$ cat config.mk
export PLATFORM = sky130hd
export DESIGN_NAME = y_bcd_reader
export DESIGN_NICKNAME = d
export VERILOG_FILES = /design/src/rtl/y_bcd_reader.sv
export SDC_FILE = /design/constraint.sdc
export NUM_CORES = 1
export LEC_CHECK = 0
export CAP_MARGIN = 0
export CORE_MARGIN = 8
export CORE_UTILIZATION = 35
export CTS_BUF_LIST = sky130_fd_sc_hd__clkbuf_16
export DETAILED_ROUTE_END_ITERATION = 10
export GPL_TIMING_DRIVEN = 0
export HOLD_SLACK_MARGIN = 0.03
export PLACE_DENSITY = 0.56
export SETUP_SLACK_MARGIN = 0.4
export SLEW_MARGIN = 20
export SYNTH_ARGS = -nofsm -noshare
export SYNTH_HDL_FRONTEND = slang
export SYNTH_SLANG_ARGS = --single-unit
$ cat constraint.sdc
create_clock -name clk -period 2.6 [get_ports clk]
set_input_delay 0.52 -clock clk [delete_from_list [all_inputs] [get_ports clk]]
set_output_delay 0.52 -clock clk [all_outputs]
set_load 0.01 [all_outputs]
$ cat src/rtl/y_bcd_reader.sv
// Reads register Y's output bus and converts it into five packed BCD digits,
// one double-dabble iteration per clock, behind a START/BUSY/DONE handshake.
module y_bcd_reader #(
    parameter int SIGNED = 0,
    parameter int WIDTH  = 16
) (
    input  logic             clk,
    input  logic             rst,
    input  logic             start,
    input  logic [WIDTH-1:0] in,
    output logic             busy,
    output logic             done,
    output logic [19:0]      bcd,
    output logic             neg
);

    typedef enum logic {IDLE, CONV} state_t;

    state_t             state_reg;
    logic [WIDTH-1:0]   mag_reg;
    logic [19:0]        scratch_reg;
    logic               sgn_reg;
    logic [4:0]         cnt_reg;

    logic               in_neg;
    logic [WIDTH-1:0]   in_mag;
    logic [19:0]        adj;
    logic [WIDTH+19:0]  shifted;

    // 0x8000 negates to itself, which is exactly the unsigned magnitude 32768
    assign in_neg = (SIGNED != 0) && in[WIDTH-1];
    assign in_mag = in_neg ? -in : in;

    for (genvar gi = 0; gi < 5; gi++) begin : g_adj
        assign adj[4*gi +: 4] = (scratch_reg[4*gi +: 4] >= 4'd5)
                              ? scratch_reg[4*gi +: 4] + 4'd3
                              : scratch_reg[4*gi +: 4];
    end

    assign shifted = {adj, mag_reg} << 1;

    always_ff @(posedge clk or posedge rst) begin
        if (rst) begin
            state_reg   <= IDLE;
            mag_reg     <= '0;
            scratch_reg <= '0;
            sgn_reg     <= 1'b0;
            cnt_reg     <= '0;
            busy        <= 1'b0;
            done        <= 1'b0;
            bcd         <= '0;
            neg         <= 1'b0;
        end else begin
            done <= 1'b0;
            case (state_reg)
                IDLE: begin
                    if (start) begin
                        mag_reg     <= in_mag;
                        sgn_reg     <= in_neg;
                        scratch_reg <= '0;
                        cnt_reg     <= '0;
                        busy        <= 1'b1;
                        state_reg   <= CONV;
                    end
                end
                CONV: begin
                    scratch_reg <= shifted[WIDTH+19:WIDTH];
                    mag_reg     <= shifted[WIDTH-1:0];
                    cnt_reg     <= cnt_reg + 5'd1;
                    // Sixteenth shift: publish the result in the same edge
                    if (cnt_reg == 5'd15) begin
                        bcd       <= shifted[WIDTH+19:WIDTH];
                        neg       <= sgn_reg;
                        done      <= 1'b1;
                        busy      <= 1'b0;
                        state_reg <= IDLE;
                    end
                end
                default: state_reg <= IDLE;
            endcase
        end
    end

endmodule

==> results of run 1 <==
[report_power, final]
part	switching (mW)	leakage, nW	internal [mW]	total, mW
Combinational	1.34	0.922	1.08	2.42
Clock	0.443	0.161	0.927	1.37
Sequential	0.267	0.814	1.42	1.69
Total	2.05	1.90	3.43	5.48
[worst min-delay path by stage]
stage,to,slack [ps],depth (start not counted)
floorplan,mag_reg[10],450,2
global placement,mag_reg[10],460,2
detailed placement,bcd[4],470,2
CTS,bcd[4],480,2
global route,mag_reg[5],510,2
finish,bcd[3],480,2
[metal layers]
metal  wire (um)  part of all wire  up-vias  GRT usage
li1            -                 -     1397          -
met1        4220              0.47     1411      0.189
met2        4070              0.46       59      0.221
met3         481             0.054       12     0.0315
met4         125             0.014        0     0.0569
met5           0                 0        -          0
[final cells by class]
| class | instances | area [um^2] |
|---|---|---|
| fillers | 960 | 5280 |
| multi-input cells | 247 | 1610 |
| flip-flops and latches | 64 | 1600 |
| repair buffers | 40 | 418 |
| clock buffers | 9 | 225 |
| well taps | 133 | 166 |
| plain buffers | 30 | 155 |
| clock inverters | 7 | 110 |
| inverters | 17 | 66.3 |
[per-stage QoR]
step	power, mW	cell area [um^2]	hold WS [ps]
3_3_place_gp	4.06	3990	460
4_1_cts	5.51	4350	482
2_1_floorplan	3.34	3430	449
5_1_grt	5.91	4360	505
6_report	5.48	4360	480
3_5_place_dp	4.11	4020	470
[cells in the final DEF, fill, tap and decap left out, types with 9 or more instances in the layout]
cell | Yosys | layout
nor3b_1 | 10 | 10
a2111o_1 | 10 | 10
ha_1 | 12 | 12
dfrtp_1 | 64 | 64
clkdlybuf4s50_1 | 0 | 39
inv_1 | 16 | 15
clkbuf_1 | 10 | 10
clkbuf_16 | 0 | 9
o21ai_0 | 29 | 29
a21oi_1 | 9 | 9
mux2i_1 | 19 | 19
buf_2 | 14 | 13
nand2_1 | 48 | 48
nand3_1 | 23 | 23
[logic make-up (layout without fill, tap and decap cells)]
logic type                 after synthesis  count (layout)  share of synthesized area
adders and majority gates               12              12                     0.0438
xor gates and xnor gates                 2               2                    0.00511
buffers and inverters                   47             103                     0.0631
and+or+nand+nor                        126             126                      0.184
DFF                                     64              64                      0.467
muxes                                   19              19                     0.0554
AOI/OAI and AO/OA                       87              87                      0.181
other                                    1               1                    0.00109
[repair_timing]
| item | CTS | global route |
|---|---|---|
| endpoints found under the setup margin | 0 | 9 |
| setup buffers | 0 | 0 |
| gates resized for setup | 0 | 1 |
[tightest hold or removal path: cells and delay by family, from the launching register on]
family | cells | cell delay, ps
AO/OA/AOI/OAI | 1 | 60
flip-flops | 1 | 340
AND/OR/NAND/NOR | 1 | 40
==> metrics.csv, run 1 <==
metric;value;unit
final setup TNS;0;ps
Worst-Margin Slew;794;ps
status;finished, final reports clean;
Top Ports;42;
PD cells;1260;nW/um^2
R2R setup slack;560;ps
Starting DRT DRC Count;156;
CP Launch Type;flip-flop;
Detailed Place HPWL;6030;um
min Tclk post-route;2040;ps
CP startpoint;cnt_reg[0];
Sink Count;64;
cell count of the worst reg-to-reg path;8;
Yosys top cell by area;dfrtp_1;
fin cells;547;
global-route wire length before repair;14800;um
Pleak;1.90;nW
YS warnings;0;
Starting Density;0.356;
synthesized instance count;358;
DIE HEIGHT;115;um
highest clock rate;490;MHz
WP depth;8;
drt first pass iters;4;
Crit. End Element;flip-flop;
Setup Viol. Count Final;0;
Mapped Area;3430;um^2
Final ANT Viol Nets;0;
EDFF count, synth;0;
dpl cells;531;
clock buffer count from CTS;9;
Die X;115;um
clock latency at the later pin of the worst-skew pair;330;ps
DP Worst Slack;515;ps
Residual DRC;0;
Seq/Total Area, Yosys;0.467;
ys async rst share;1.00;
Synth Net Count;389;
Antenna diodes;0;
CP required;2830;ps
hold_sp;bcd[3];
RSZ-0062 raised after global routing;no;
Hold Buf Count CTS;0;
final cell utilization of the core;0.452;
Synth Area per Inst;9.58;um^2
Worst path slowest cell;dfrtp_1;
Hold Path Class;reg2reg;
CTS root buf;clkbuf_16;
die footprint;13200;um^2
via/cell ratio;5.26;
gr usage total;0.143;
area grow syn2layout;27.0;%
count of different cell masters after synthesis;44;
crit-path max cell delay;400;ps
CP max FO;10;
WP data arrival;2270;ps
Hold Vio Cnt, Final;0;
maximum vdd drop;0.000382;V
dominant synthesized flop cell;dfrtp_1;
initial antenna violation count;0;
Synth top area share;0.467;
Layout Nets;440;
core area;9640;um^2
wire per inst;16.3;um
clk buf depth;2;
FP Rows;36;
total congestion overflow;0;
top-count cell post-synth;dfrtp_1;
CP Cell Sequence;ha_1, and3_1, ha_1, nand2_2, buf_2, clkbuf_4, nand2_1, o31ai_1;
Rel. slew slack;0.469;
crit path kind;reg2reg;
gpl congestion;0.816;
Worst Path Buf+Inv;2;
flops & latches, synth;64;
DR vias;2879;
smallest setup slack after layout;560;ps
largest net degree at the start of global routing;47;
number of global-route vias before repair;2857;
final WL;8900;um
TritonCTS clock tree;built;
Reg2Reg Launch Point;cnt_reg[0];
Max-Cap Viols;0;
skew final;3.87;ps
Synth area leaders;dfrtp_1 (47%), mux2i_1 (5.5%), nand2_1 (5.3%);
crit path to;bcd[18];
Tcrit/Tclk final;0.785;
cell family with most CP delay;buffers and inverters;
htree depth;3;
layout cells sized above 1;0.0918;
PortBufs;39;
Critical R2R Capture;bcd[18];
top cells by count, synth;dfrtp_1 (64), nand2_1 (48), o21ai_0 (29);
clock slew at reported path FFs;50;ps
count of pins over their slew limit;0;
most used cell along the critical path;ha_1;
Power figures use the tool's default switching activity.
==> inputs of run 2 (changes only) <==
PLACE_DENSITY = 0.58   (was 0.56)
clock period = 1.8 ns   (was 2.6 ns; I/O delays follow)
==> metrics.csv, run 2 (same netlist as run 1, synthesis figures left out) <==
metric;value;unit;change
Reg2Reg Launch Point;cnt_reg[0];;
PD cells;1760;nW/um^2;+40%
CP Cell Sequence;ha_2, and3_4, ha_4, nand2_8, buf_8, or4_1, nand3_1;;
via/cell ratio;5.27;;about the same
TritonCTS clock tree;built;;
CTS root buf;clkbuf_16;;
DR vias;3017;;+4.8%
gr usage total;0.153;;+0.00994
number of global-route vias before repair;3021;;+5.7%
WP data arrival;1920;ps;-350 ps
cell count of the worst reg-to-reg path;7;;-1
min Tclk post-route;1660;ps;-379 ps
Die X;115;um;unchanged
status;finished, final reports clean;;
Worst-Margin Slew;864;ps;+69.6 ps
Detailed Place HPWL;6190;um;+2.7%
maximum vdd drop;0.000628;V;+64%
cell family with most CP delay;simple AND/OR/NAND/NOR gates;;
Worst Path Buf+Inv;1;;-1
dpl cells;532;;+0.19%
Antenna diodes;0;;unchanged
clock latency at the later pin of the worst-skew pair;330;ps;about the same
count of pins over their slew limit;0;;unchanged
Critical R2R Capture;bcd[12];;
total congestion overflow;0;;unchanged
R2R setup slack;140;ps;-420 ps
Layout Nets;467;;+6.1%
gpl congestion;0.841;;+3.0%
Top Ports;42;;unchanged
largest net degree at the start of global routing;25;;-47%
clock buffer count from CTS;9;;unchanged
layout cells sized above 1;0.245;;+0.154
crit path kind;reg2reg;;
RSZ-0062 raised after global routing;yes;;
Hold Path Class;in2async;;
clk buf depth;2;;unchanged
initial antenna violation count;0;;unchanged
area grow syn2layout;38.3;%;
Starting DRT DRC Count;105;;-33%
Max-Cap Viols;0;;unchanged
htree depth;3;;unchanged
Hold Vio Cnt, Final;0;;unchanged
commonest non-fill, non-tap cells in the layout;dfrtp_1 (62), nand2_1 (48), buf_4 (29);;
smallest setup slack after layout;139;ps;-421 ps
global-route wire length before repair;15700;um;+6.3%
skew final;5.22;ps;+1.35 ps
DIE HEIGHT;115;um;unchanged
leading cell type in the layout, fill and taps excluded;dfrtp_1;;
Pleak;2.11;nW;+12%
Setup Viol. Count Final;0;;unchanged
final WL;9600;um;+7.9%
Tcrit/Tclk final;0.923;;+0.138
Worst path slowest cell;or4_1;;
highest clock rate;602;MHz;+23%
die footprint;13200;um^2;unchanged
core area;9640;um^2;unchanged
crit-path max cell delay;390;ps;about the same
Sink Count;64;;unchanged
Hold Buf Count CTS;0;;unchanged
fin cells;573;;+4.8%
Crit. End Element;flip-flop;;
fill count;948;;-1.3%
CP required;2060;ps;-770 ps
PortBufs;39;;unchanged
Final ANT Viol Nets;0;;unchanged
Residual DRC;0;;unchanged
Rel. slew slack;0.422;;-0.0465
DP Worst Slack;-0.659;ps;-515 ps
clock slew at reported path FFs;50;ps;about the same
Starting Density;0.356;;unchanged
CP Launch Type;flip-flop;;
CP max FO;6;;-4
FP Rows;36;;unchanged
drt first pass iters;4;;unchanged
wire per inst;16.8;um;+3.0%
[run 2: cell types whose count changed in the layout (fill, tap and decap cells not counted), sizes merged]
cell	change
clkinvlp	+1
clkbuf	+1
clkdlybuf4s50	-22
clkdlybuf4s15	+1
dlygate4sd2	+21
clkinv	+1
bufinv	-3
buf	+26
[run 2: cell type report]
cell class	instances	area (um^2)	area share
clock inverter	6	28.8	0.00607
tap	133	166	0.0351
clock buffer	9	225	0.0475
sequential	64	1600	0.338
buffer	30	208	0.0438
inverter	17	67.6	0.0142
timing repair buffer	67	617	0.130
multi-input combinational	247	1830	0.385
[run 2: per-stage QoR]
step | hold slack [ps] | util | cell area, um^2 | power (mW) | setup TNS (ps)
floorplan | 449 | - | 3540 | 5.05 | 0
global placement | 456 | 0.425 | 4100 | 6.09 | -10090
detailed placement | 467 | 0.429 | 4140 | 6.21 | -0.659
CTS | 414 | 0.472 | 4550 | 8.01 | 0
global route | 440 | 0.492 | 4740 | 9.04 | 0
finish | 405 | 0.492 | 4740 | 8.37 | 0
[run 2: worst register-to-register path: cells and delay by family (launching register included)]
kind | cells | cell delay [ps]
flops | 1 | 350
simple gates | 4 | 750
buf+inv | 1 | 140
fa+ha+maj | 2 | 350
[run 2: metal layers]
layer  share of wire  track usage  vias to the layer above
met5               0            0                        -
met4           0.021       0.0665                        0
met3           0.052       0.0320                       15
met2            0.49        0.250                       70
met1            0.44        0.190                     1476
li1                -            -                     1456
[run 2: worst max-delay path by stage]
stage                          start       to  slack, ps  cells past startpoint
after global routing      cnt_reg[0]   bcd[8]         60                      7
after global placement           rst  bcd[17]       -160                      2
final                     cnt_reg[0]  bcd[12]        140                      7
after detailed placement  cnt_reg[1]  bcd[12]       -0.7                      8
after CTS                 cnt_reg[1]   bcd[8]        150                      7
after floorplan           cnt_reg[0]  bcd[12]        220                      7
[run 2: timing repair]
item                       4_1_cts  5_1_grt
pin swaps                        4        8
gates cloned                     0        1
buffers inserted                16        9
resized for setup               45       32
setup endpoints to repair       68       55
[run 2: power by group]
part,switching (mW),internal [mW]
Combinational,2.27,2.14
Sequential,0.386,2.06
Clock,0.607,0.902
Total,3.27,5.11
==> inputs of run 3 (changes only) <==
MAX_ROUTING_LAYER = met4   (was default)
PLACE_DENSITY = 0.56   (was 0.58)
clock period = 2.07 ns   (was 1.8 ns; I/O delays follow)
==> metrics.csv, run 3 (same netlist as run 1, synthesis figures left out) <==
metric;value;unit;change
status;finished, final reports clean;;
DR vias;2962;;-1.8%
clock latency at the later pin of the worst-skew pair;320;ps;about the same
leading cell type in the layout, fill and taps excluded;dfrtp_1;;
Crit. End Element;flip-flop;;
drt first pass iters;4;;unchanged
core area;9640;um^2;unchanged
Final ANT Viol Nets;0;;unchanged
initial antenna violation count;0;;unchanged
Detailed Place HPWL;6180;um;about the same
CP required;2290;ps;+230 ps
Reg2Reg Launch Point;cnt_reg[0];;
FP Rows;36;;unchanged
highest clock rate;587;MHz;-2.5%
Setup Viol. Count Final;0;;unchanged
area grow syn2layout;36.2;%;
CP max FO;3;;-3
Hold Vio Cnt, Final;0;;unchanged
dpl cells;532;;unchanged
Top Ports;42;;unchanged
wire per inst;16.8;um;about the same
clock slew at reported path FFs;50;ps;about the same
clock buffer count from CTS;9;;unchanged
Starting DRT DRC Count;160;;+52%
Starting Density;0.356;;unchanged
layout cells sized above 1;0.172;;-0.0737
Hold Path Class;reg2reg;;
total congestion overflow;0;;unchanged
final setup TNS;0;ps;unchanged
CTS root buf;clkbuf_16;;
Max-Cap Viols;0;;unchanged
crit path to;bcd[1];;
Rel. slew slack;0.413;;-0.00934
skew final;4.70;ps;-0.520 ps
Residual DRC;0;;unchanged
final cell utilization of the core;0.485;;-0.00740
PD cells;1530;nW/um^2;-13%
RSZ-0062 raised after global routing;yes;;
DIE HEIGHT;115;um;unchanged
via/cell ratio;5.31;;+0.82%
die footprint;13200;um^2;unchanged
Hold Buf Count CTS;0;;unchanged
largest net degree at the start of global routing;28;;+12%
Sink Count;64;;unchanged
CP startpoint;cnt_reg[0];;
maximum vdd drop;0.000545;V;-13%
PortBufs;39;;unchanged
commonest non-fill, non-tap cells in the layout;dfrtp_1 (63), nand2_1 (48), clkdlybuf4s50_1 (32);;
gpl congestion;0.826;;-1.8%
Layout Nets;451;;-3.4%
crit path kind;reg2reg;;
WP data arrival;1920;ps;about the same
Critical R2R Capture;bcd[1];;
min Tclk post-route;1700;ps;+42.8 ps
Tcrit/Tclk final;0.823;;-0.0997
TritonCTS clock tree;built;;
gr usage total;0.149;;-0.00384
CP Launch Type;flip-flop;;
fin cells;558;;-2.6%
cell count of the worst reg-to-reg path;7;;unchanged
htree depth;3;;unchanged
Worst-Margin Slew;878;ps;+14.0 ps
clk buf depth;2;;unchanged
Die X;115;um;unchanged
R2R setup slack;370;ps;+230 ps
global-route wire length before repair;15000;um;-4.7%
Pleak;2.07;nW;-2.2%
count of pins over their slew limit;0;;unchanged
Antenna diodes;0;;unchanged
final WL;9350;um;-2.7%
number of global-route vias before repair;2967;;-1.8%
==> run 3: area by class of cell <==
type | instances | area, um^2
fill | 931 | 4970
multi-input combinational | 247 | 1770
tap | 133 | 166
sequential | 64 | 1600
clock inverter | 7 | 78.8
timing repair buffer | 51 | 566
inverter | 17 | 72.6
buffer | 30 | 191
clock buffer | 9 | 225
==> run 3: through the flow <==
stage | area, um^2 | total power, mW | setup WS (ps) | hold slack, ps
finish | 4670 | 7.15 | 366 | 478
global route | 4670 | 7.67 | 325 | 511
CTS | 4430 | 6.88 | 364 | 483
detailed placement | 4050 | 5.18 | 2.39 | 470
global placement | 3990 | 5.11 | -4.98 | 460
floorplan | 3440 | 4.20 | 404 | 449
==> run 3: how the worst min path moves through the flow <==
stage / startpoint / end / slack (ps) / cells past startpoint
after global routing: bcd[3] / bcd[3] / 510 / 2
after floorplan: mag_reg[9] / mag_reg[10] / 450 / 2
after CTS: mag_reg[9] / mag_reg[10] / 480 / 2
after detailed placement: mag_reg[9] / mag_reg[10] / 470 / 2
after global placement: mag_reg[14] / mag_reg[15] / 460 / 2
final: bcd[3] / bcd[3] / 480 / 2
==> run 3: repair_timing <==
item	CTS	global route
setup buffers	4	4
pin swaps	3	7
gates resized for setup	18	36
cloned	0	2
setup endpoints to repair	27	29
==> run 3: routing by layer <==
| metal | vias to the layer above | routed length, um | part of all wire | global-route usage |
|---|---|---|---|---|
| met2 | 63 | 4410 | 0.47 | 0.231 |
| met3 | 10 | 308 | 0.033 | 0.0331 |
| met5 | - | 0 | 0 | - |
| met1 | 1466 | 4540 | 0.49 | 0.187 |
| li1 | 1423 | - | - | - |
| met4 | 0 | 89 | 0.0095 | 0.0525 |
==> run 3: critical path: stages (launching register included) <==
cell      delay, ps
dfrtp_1         380
ha_2            190
and3_4          180
ha_4            180
buf_4           160
a21boi_0        350
a31oi_4          50
o311ai_2        100
==> run 3: power breakdown <==
group / switching (mW) / internal, mW / total (mW)
Sequential: 0.346 / 1.79 / 2.14
Combinational: 1.86 / 1.60 / 3.45
Clock: 0.529 / 1.03 / 1.56
Total: 2.73 / 4.42 / 7.15
